`config.mk`:
```
export PLATFORM = sky130hd
export DESIGN_NAME = con_mdr_pcinc_unit
export DESIGN_NICKNAME = d
export VERILOG_FILES = /design/src/rtl/con_mdr_pcinc_unit.sv
export SDC_FILE = /design/constraint.sdc
export NUM_CORES = 1
export LEC_CHECK = 0
export BUFFER_PORTS_ARGS = -buffer_cell sky130_fd_sc_hd__buf_2
export CORE_MARGIN = 2
export CORE_UTILIZATION = 38
export CTS_CLUSTER_DIAMETER = 200
export DETAILED_ROUTE_END_ITERATION = 8
export MAX_ROUTING_LAYER = met4
export PLACE_DENSITY = 0.81
export SETUP_SLACK_MARGIN = 0.02
export SLEW_MARGIN = 20
export SYNTH_ARGS = -nofsm -noshare
export SYNTH_HDL_FRONTEND = slang
export SYNTH_SLANG_ARGS = --single-unit
```
`constraint.sdc`:
```
create_clock -name clk -period 2.8 [get_ports clk]
set_clock_uncertainty 0.15 [all_clocks]
set_input_delay 0.7 -clock clk [delete_from_list [all_inputs] [get_ports clk]]
set_output_delay 0.7 -clock clk [all_outputs]
set_load 0.05 [all_outputs]
```
`src/rtl/con_mdr_pcinc_unit.sv`:
```
// con_mdr_pcinc_unit: CON flip-flop, memory data register and PC incrementer.
// These three datapath helpers sit beside the bus mux and work independently.
//
// Ports
//   clk, clr     : system clock; synchronous active-high reset
//   con_in       : load strobe for the branch-condition flop
//   ir           : instruction register; C2 = ir[COND_LSB+1:COND_LSB]
//   bus_in       : bus value; holds R[Ra] while CON is evaluated, and is an MDR source
//   branch_flag  : registered branch-taken flag
//   mdr_in       : MDR load enable
//   mdr_read     : MDR source select (1 = mem_data_in, 0 = bus_in)
//   mem_data_in  : RAM read data
//   mdr_out      : MDR contents
//   inc_pc       : when 1, pc_inc_out = pc_in + PC_STEP
//   pc_in        : current PC value
//   pc_inc_out   : next-PC value (combinational)
module con_mdr_pcinc_unit #(
  parameter int WIDTH    = 32,
  parameter int PC_STEP  = 1,
  parameter int COND_LSB = 19
) (
  input  logic             clk,
  input  logic             clr,
  input  logic             con_in,
  input  logic [WIDTH-1:0] ir,
  input  logic [WIDTH-1:0] bus_in,
  output logic             branch_flag,
  input  logic             mdr_in,
  input  logic             mdr_read,
  input  logic [WIDTH-1:0] mem_data_in,
  output logic [WIDTH-1:0] mdr_out,
  input  logic             inc_pc,
  input  logic [WIDTH-1:0] pc_in,
  output logic [WIDTH-1:0] pc_inc_out
);

  typedef enum logic [1:0] {
    C_BRZR = 2'b00,
    C_BRNZ = 2'b01,
    C_BRPL = 2'b10,
    C_BRMI = 2'b11
  } cond_e;

  localparam logic [WIDTH-1:0] STEP = WIDTH'(PC_STEP);

  cond_e c2;
  logic  bus_zero;
  logic  bus_neg;
  logic  cond_taken;

  logic [WIDTH-1:0] mdr_d;

  assign c2       = cond_e'(ir[COND_LSB+1:COND_LSB]);
  assign bus_zero = (bus_in == '0);
  assign bus_neg  = bus_in[WIDTH-1];

  // Zero is treated as positive for brpl.
  always_comb begin
    cond_taken = 1'b0;
    unique case (c2)
      C_BRZR: cond_taken = bus_zero;
      C_BRNZ: cond_taken = !bus_zero;
      C_BRPL: cond_taken = !bus_neg;
      C_BRMI: cond_taken = bus_neg;
      default: cond_taken = 1'b0;
    endcase
  end

  assign mdr_d = mdr_read ? mem_data_in : bus_in;

  always_ff @(posedge clk) begin
    if (clr) begin
      branch_flag <= 1'b0;
    end else if (con_in) begin
      branch_flag <= cond_taken;
    end
  end

  always_ff @(posedge clk) begin
    if (clr) begin
      mdr_out <= '0;
    end else if (mdr_in) begin
      mdr_out <= mdr_d;
    end
  end

  // Wraps modulo 2^WIDTH; the carry is dropped.
  assign pc_inc_out = inc_pc ? (pc_in + STEP) : pc_in;

endmodule

```
Yosys cells after proc, flatten, opt, wreduce, memory -nomap -nowiden
Cells that the tools add are included.
{"block": "word_totals", "in_bits": 134, "wordCells": 13, "regBits": 33}
{"block": "op_classes", "n_addsub": 1, "reduce_logical": 4, "n_eq_ne": 3, "n_mux": 3}
{"operator": "32-bit two-way mux", "count": 2}
{"operator": "32-bit by 1-bit adder with 32-bit output (second input constant)", "count": 1}
{"operator": "32-bit logical NOT", "count": 1}
{"operator": "2-bit == test (second input constant)", "count": 2}
{"operator": "1-bit case mux with 4 select lines", "count": 1}
{"operator": "2-bit by 1-bit == test with 1-bit output (second input constant)", "count": 1}
{"operator": "1-bit logical NOT", "count": 2}
{"operator": "2-bit logical NOT", "count": 1}

Logic depth before layout (Yosys ltp)
Gate-level depths: netlist of the first run.
{"block": "depth", "word_depth": 3, "depth_mapped": 6, "ltp_nobuf": 5}

Worst setup path before layout of the first run
Ideal clock, no wire load.
{"block": "synth_timing", "path_kind": "input to output", "startpoint": "in pc_in[0]", "endpoint": "out pc_inc_out[26]", "t_required_ps": 1950, "arrival_time_ps": 2390, "cell_stages": 5, "path_slack_ps": -440, "path_cell_list": "ha_1 > nand4_1 > nor4_2 > nand4_1 > xnor2_1"}
{"block": "synth_via", "elab_chain_len": 2}
{"element": "from (decl)", "line_no": "33", "source": "input logic [WIDTH-1:0] pc_in,"}
{"element": "32-bit by 1-bit adder with 32-bit output", "line_no": "88", "source": "assign pc_inc_out = inc_pc ? (pc_in + STEP) : pc_in;"}
{"element": "32-bit two-way mux", "line_no": "88"}
{"element": "to (decl)", "line_no": "34", "source": "output logic [WIDTH-1:0] pc_inc_out"}
Every way passes these cells.

Worst setup path in the final report of the first run
{"block": "layout_timing", "startpoint": "in pc_in[0]", "endpoint": "out pc_inc_out[28]"}
The elaborated chain is that of the path after synthesis.

==> key figures, run 1 <==
Status
  – Status: complete, but fails checks
  – Failing checks: negative setup slack

Power and ir drop
  – Comb pwr share: 41.0%
  – Internal power: 1.05 mW
  – Fraction of power consumed by the clock network: 27.5%
  – Leakage: 2.12 nW
  – Sw frac: 36.5%
  – Psw: 0.607 mW
  – Peak supply drop: 0.371 mV
  – PwrDens: 374 mW/mm^2
  – Reg power frac: 31.5%

CTS
  – Num Clock Sinks: 33
  – Clock buffer count from CTS: 5
  – H-tree depth: 2
  – CTS tree: done
  – Worst-Skew Late Latency: 270 ps
  – CTS clock-pin slew for the worst setup and hold paths: 70 ps
  – Buffer depth of the longest clock path: 2
  – Root Driver: clkbuf_8

Global routing
  – Gr ovfl total: 0
  – Met1 usage: 26.3%
  – Initial antenna violation count: 0
  – Vias in the first global route: 2855
  – Met3 usage: 4.56%
  – Largest net degree at the start of global routing: 39
  – Met2 Use GR: 48.6%
  – Busiest grt layer: met2
  – Overall fraction of global-route tracks in use: 25.9%
  – First-pass GRT wire length: 12.8 mm

Place
  – GP Congestion: 0.926
  – Pre-CTS WS: -257 ps
  – Cells after DPL: 528
  – DP HPWL: 6.30 mm
  – Port buffer count: 168

Setup path
  – Crit path DAT: 2070 ps
  – CP max FO: 3
  – Critical path class: in -> out
  – Cells on worst reg2reg path: 3
  – Minimum setup slack among reg-to-reg paths: 1790 ps
  – CP Depth: 9
  – Crit-path slowest cell: nor4_4
  – Slowest Stage Delay on Critical Path: 290 ps
  – Sum of buffers and inverters on the critical path: 4
  – Endpoint type of the worst setup path: output port
  – Crit path max-delay family: buffers and inverters
  – FF-to-FF End: branch_flag$_SDFFE_PP0P_
  – CP Data Required Time: 1950 ps
  – CP startpoint: pc_in[0]
  – Reg2Reg Launch Point: branch_flag$_SDFFE_PP0P_
  – Critical path, cell by cell: buf_8 -> ha_4 -> nand4_1 -> nor4_4 -> buf_4 -> buf_12 -> nand3_4 -> xnor2_4 -> buf_6
  – Startpoint Class: primary input
  – Worst setup endpoint: pc_inc_out[28]

Timing
  – Relative slew slack: 59.1%
  – Post-route setup slack: -115 ps
  – RSZ-0062 raised after global routing: yes
  – Least-Margin Pin Slew: 613 ps
  – Final Setup Violations: 17
  – Setup TNS: -907 ps
  – Min Tclk post-route: 2920 ps
  – Peak Freq: 343 MHz
  – Final Cycle Share: 104%
  – Slew Limit Fails: 0
  – Hold Fails Final Rpt: 0

Routing
  – Drt pass-1 iters: 4
  – 1st-iter DRT viols: 107
  – Final wirelength: 9.26 mm
  – Drt drc: 0
  – Via density: 5.33
  – Via count: 2930
  – ANT nets after route: 0
  – DR WL/cell: 16.8 microns

Layout
  – Final Non-Filler Cells: 550
  – Fill count: 374
  – Fin util: 79.1%
  – Post-layout nets: 612
  – Layout cells sized above 1: 59.6%
  – Antenna Cells: 0
  – Syn-to-layout area delta: 97.7%
  – Storage cell area: 661 sq um
  – Multi-input combinational cell area: 0.00203 sq mm

Synthesis
  – Top cells by area, synth: dfxtp_1 29%, mux2i_1 14%, a211oi_1 11%, xnor2_1 8.6%, nor2_1 6.7%
  – Cell taking the most area after synthesis: dfxtp_1
  – Area fraction of the dominant cell type after synthesis: 29.4%
  – Post-Syn Instances: 268
  – Post-Syn Area: 0.00224 sq mm
  – Synthesized area per cell: 8.38 sq um
  – Seq cells post-synth: 33
  – Synth warn: 0
  – Syn_nets: 403
  – Netlist cell types: 32
  – Register area share after synthesis: 29.4%

Die
  – Die H: 80.9 microns
  – Core area: 0.00561 sq mm
  – Starting density of the core: 40.0%
  – Row count: 27
  – Top-Level Pins: 199
  – Die width: 80.9 microns
  – Full die area: 0.00654 sq mm

Worst hold path
  – Hold Crit Class: reg -> reg

Flow run
  – Max-Cap Viols: 0
-- synthesized netlist by cell type --
cell type        number
nand3_2               1
xor2_1                9
a211oi_1             32
ha_1                  1
clkdlybuf4s25_2       1
nand3_1               6
o21ai_0               1
dfxtp_1              33
clkbuf_1             10
buf_6                 1
nand4b_1              1
mux2i_1              32
nand4_1              17
inv_1                 1
mux2_2                1
nor2_1               40
nor3b_1               1
clkbuf_2              2
and2b_1               1
and4_1                3
and3_1                8
nand2_1              18
nor4_2                3
xnor2_1              22
nor4_1                7
buf_1                 1
nor3_1                5
or4_1                 1
and2_1                3
buf_2                 4
nor4_4                1
a311oi_1              1
-- cell families (layout without fill, tap and decap cells) --
group / Yosys count / count (layout) / synth area share [%]
muxes: 33 / 33 / 14.8
xor gates and xnor gates: 31 / 31 / 12.1
DFF: 33 / 33 / 29.4
and+or+nand+nor: 116 / 116 / 27.5
adders and majority gates: 1 / 1 / 0.557
AOI/OAI and AO/OA: 34 / 34 / 11.3
buffers and inverters: 20 / 230 / 4.29
-- sequential cells by signal, summed over array words and instances (netlist names) --
| register | flops |
|---|---|
| mdr_out | 32 |
| branch_flag | 1 |
-- power groups by stage --
| stage | clock, mW | combinational (mW) | sequential [mW] |
|---|---|---|---|
| after global routing | 0.491 | 0.715 | 0.527 |
| after detailed placement | 0 | 0.614 | 0.532 |
| final | 0.457 | 0.682 | 0.523 |
| after CTS | 0.464 | 0.654 | 0.523 |
| after floorplan | 0 | 0.263 | 0.654 |
| after global placement | 0 | 0.604 | 0.531 |
-- stage by stage --
| step | area, sq um | hold slack (ps) | power [mW] |
|---|---|---|---|
| floorplan | 2640 | 552 | 0.917 |
| global placement | 3800 | 320 | 1.13 |
| detailed placement | 3800 | 324 | 1.15 |
| CTS | 4240 | 333 | 1.64 |
| global route | 4440 | 350 | 1.73 |
| finish | 4440 | 331 | 1.66 |
-- worst min path at each step --
stage                             startpoint                        to  cells past startpoint
global route        mdr_out[18]$_SDFFE_PP0P_  mdr_out[18]$_SDFFE_PP0P_                      2
finish              mdr_out[12]$_SDFFE_PP0P_  mdr_out[12]$_SDFFE_PP0P_                      2
global placement     mdr_out[1]$_SDFFE_PP0P_   mdr_out[1]$_SDFFE_PP0P_                      2
floorplan           mdr_out[16]$_SDFFE_PP0P_  mdr_out[16]$_SDFFE_PP0P_                      2
detailed placement  mdr_out[12]$_SDFFE_PP0P_  mdr_out[12]$_SDFFE_PP0P_                      2
CTS                 mdr_out[12]$_SDFFE_PP0P_  mdr_out[12]$_SDFFE_PP0P_                      2
-- what timing repair did --
item | in CTS | in global routing
endpoints found under the setup margin | 23 | 25
gates cloned | 1 | 0
resized for setup | 74 | 35
pin swaps | 23 | 19
hold buffers | 0 | 0
hold endpoints to repair | 0 | 0
setup buffers | 5 | 9
-- tightest hold or removal path: cells and delay by family (launching register included) --
family,cells,cell delay (ps)
AOI/OAI and AO/OA,1,50
DFF,1,310
and+or+nand+nor,1,80
-- layout by cell type, fill, tap and decap left out, types with 6 or more instances in the layout --
| master | count |
|---|---|
| buf_6 | 32 |
| a211oi_1 | 32 |
| clkbuf_8 | 6 |
| xor2_2 | 8 |
| buf_4 | 49 |
| nor2_1 | 37 |
| dfxtp_1 | 33 |
| buf_2 | 130 |
| nand2_1 | 13 |
| xnor2_4 | 14 |
| nand4_1 | 17 |
| mux2i_1 | 32 |
-- per-layer routing --
layer | up-vias | wire length, microns
met4 | 0 | 378
li1 | 1402 | -
met2 | 164 | 5050
met3 | 32 | 558
met1 | 1332 | 3270
met5 | - | 0
-- layout make-up --
| class | instances | share of cell area [%] |
|---|---|---|
| clock inverter | 1 | 0.677 |
| tap | 72 | 2.03 |
| sequential | 33 | 14.9 |
| inverter | 1 | 0.0846 |
| timing repair buffer | 221 | 34.7 |
| multi-input combinational | 215 | 45.7 |
| clock buffer | 7 | 1.95 |
Note: power is estimated with default switching activity, not from simulation.
==> inputs of run 2 (changes only) <==
--- a/config.mk
+++ b/config.mk
@@ -6,12 +6,14 @@
 export NUM_CORES = 1
 export LEC_CHECK = 0
 export BUFFER_PORTS_ARGS = -buffer_cell sky130_fd_sc_hd__buf_2
+export CELL_PAD_IN_SITES_DETAIL_PLACEMENT = 0
+export CELL_PAD_IN_SITES_GLOBAL_PLACEMENT = 2
 export CORE_MARGIN = 2
-export CORE_UTILIZATION = 38
+export CORE_UTILIZATION = 18
 export CTS_CLUSTER_DIAMETER = 200
 export DETAILED_ROUTE_END_ITERATION = 8
 export MAX_ROUTING_LAYER = met4
-export PLACE_DENSITY = 0.81
+export PLACE_DENSITY_LB_ADDON = 0.1
 export SETUP_SLACK_MARGIN = 0.02
 export SLEW_MARGIN = 20
 export SYNTH_ARGS = -nofsm -noshare
==> run 2 against run 1 <==
The run still ends with negative setup slack left. Worst hold slack got worse by 1.6 ps. Sequential power about the same. Total power increased by 12%. Routed wire length decreased by 3.0%. First-iteration DRC count decreased by 37%. Sequential cell count unchanged. Register-to-register slack about the same. Count of clock-buffer cells in the layout decreased by 1.
==> key figures, run 2 (synthesis gave the netlist of run 1 again) <==
Timing
  – Final Setup Violations: 16 (-1)
  – Peak Freq: 345 MHz (+0.59%)
  – Min Tclk post-route: 2900 ps (-17.2 ps)
  – Hold Fails Final Rpt: 0 (unchanged)
  – Final Cycle Share: 104% (-0.62 points)
  – Least-Margin Pin Slew: 547 ps (-66.9 ps)
  – Slew Limit Fails: 0 (unchanged)
  – Relative slew slack: 63.6% (+4.5 points)
  – Post-route setup slack: -98.2 ps (+17.2 ps)
  – RSZ-0062 raised after global routing: yes

Routing
  – DR WL/cell: 13.8 microns (-18%)
  – Final wirelength: 8.98 mm (-3.0%)
  – Drt pass-1 iters: 4 (unchanged)
  – Via count: 2752 (-6.1%)
  – Drt drc: 0 (unchanged)
  – Via density: 4.23 (-21%)
  – ANT nets after route: 0 (unchanged)
  – 1st-iter DRT viols: 67 (-37%)

Die
  – Core area: 0.0121 sq mm (+120%)
  – Die width: 116 microns (+43%)
  – Starting density of the core: 18.5% (-21 points)
  – Full die area: 0.0134 sq mm (+100%)
  – Die H: 116 microns (+43%)
  – Top-Level Pins: 199 (unchanged)
  – Row count: 40 (+48%)

Layout
  – Syn-to-layout area delta: 109%
  – Most frequent cells in the layout: 131 x buf_2, 50 x buf_4, 36 x nor2_1
  – Largest register FFs: 32 (unchanged)
  – Largest Register: mdr_out
  – Fin area: 0.00468 sq mm (+5.6%)
  – Commonest non-fill, non-tap cell in the layout: buf_2
  – Top Registers: mdr_out x32, branch_flag x1
  – Post-layout nets: 617 (+0.82%)
  – Layout cells sized above 1: 60.5% (+0.83 points)
  – Antenna Cells: 0 (unchanged)

Place
  – GP Congestion: 0.769 (-17%)
  – Port buffer count: 168 (unchanged)
  – DP Area: 0.00398 sq mm (+4.7%)
  – DP HPWL: 7.28 mm (+15%)

Setup path
  – Critical path class: in -> out
  – Crit path DAT: 2050 ps (-20 ps)
  – Cells on worst reg2reg path: 3 (unchanged)
  – CP Data Required Time: 1950 ps (about the same)
  – CP max FO: 4 (+1)
  – Startpoint Class: primary input
  – Endpoint type of the worst setup path: output port

Global routing
  – First-pass GRT wire length: 13.7 mm (+7.3%)
  – Largest net degree at the start of global routing: 37 (-5.1%)
  – Overall fraction of global-route tracks in use: 13.5% (-12 points)
  – Initial antenna violation count: 0 (unchanged)
  – Gr ovfl total: 0 (unchanged)
  – Vias in the first global route: 2781 (-2.6%)

Worst hold path
  – Hold Crit Class: reg -> reg
  – Hold path depth: 2 (unchanged)

Power and ir drop
  – Peak supply drop: 0.229 mV (-38%)
  – Final total power: 1.86 mW (+12%)
  – PwrDens: 396 mW/mm^2 (+5.8%)
  – Leakage: 2.19 nW (+3.1%)

CTS
  – Clock buffer count from CTS: 5 (unchanged)
  – Root Driver: clkbuf_16
  – Num Clock Sinks: 33 (unchanged)
  – Post-cts hold buffer count: 0 (unchanged)
  – H-tree depth: 2 (unchanged)
  – CTS tree: done
  – Worst-Skew Late Latency: 270 ps (about the same)
  – CTS clock-pin slew for the worst setup and hold paths: 50 ps (-20 ps)
  – Buffer depth of the longest clock path: 2 (unchanged)

Status
  – Failing checks: negative setup slack
  – Status: complete, but fails checks

Flow run
  – Max-Cap Viols: 0 (unchanged)
[run 2: worst paths after layout]
| kind | start | endpoint | slack, ps |
|---|---|---|---|
| setup / recovery | pc_in[1] | pc_inc_out[28] | -100 |
| setup reg to reg | branch_flag$_SDFFE_PP0P_ | branch_flag$_SDFFE_PP0P_ | 1800 |
| hold / removal | mdr_out[13]$_SDFFE_PP0P_ | mdr_out[13]$_SDFFE_PP0P_ | 330 |
| hold reg to reg | mdr_out[13]$_SDFFE_PP0P_ | mdr_out[13]$_SDFFE_PP0P_ | 330 |
[run 2: through the flow]
stage / hold WS [ps] / utilization [%] / setup slack [ps] / TNS, ps / std cells
2_1_floorplan: 552 / - / -148 / -317 / 268
3_3_place_gp: 320 / 32.8 / -292 / -4530 / 628
3_5_place_dp: 324 / 32.8 / -294 / -4410 / 628
4_1_cts: 331 / 37.6 / -141 / -852 / 646
5_1_grt: 362 / 38.7 / -193 / -1930 / 651
6_report: 330 / 38.7 / -98.2 / -647 / 651
[run 2: per-layer routing]
metal | wire, microns | part of all wire [%] | vias up | track usage (%)
met3 | 475 | 5.3 | 4 | 2.46
met5 | 0 | 0 | - | -
met2 | 4470 | 50 | 91 | 23.2
li1 | - | - | 1409 | -
met1 | 3960 | 44 | 1248 | 16.5
met4 | 73 | 0.81 | 0 | 3.02
[run 2: layout make-up]
| class | count | area [sq um] |
|---|---|---|
| fillers | 1269 | 7430 |
| multi-input cells | 215 | 2030 |
| repair buffers | 226 | 1600 |
| flip-flops and latches | 33 | 661 |
| well taps | 168 | 210 |
| clock buffers | 6 | 139 |
| clock inverters | 2 | 37.5 |
| inverters | 1 | 3.75 |
[run 2: report_power, final]
group | total [mW] | internal, mW | switching (mW)
registers | 0.521 | 0.505 | 0.0160
clock network | 0.656 | 0.444 | 0.212
logic | 0.679 | 0.263 | 0.416
total | 1.86 | 1.21 | 0.644
[run 2: repair_timing]
item | in CTS | in global routing
endpoints found under the hold margin | 0 | 0
setup endpoints to repair | 26 | 25
buffers inserted | 9 | 5
pin swaps | 23 | 18
gates resized for setup | 87 | 21
gates cloned | 1 | 0
[run 2: critical path, stage by stage]
cell     delay, ps
buf_8           80
ha_4           130
nand4_1        170
nor4_4         290
buf_4          170
buf_4          120
nand3_4         80
xnor2_4        140
buf_6          170
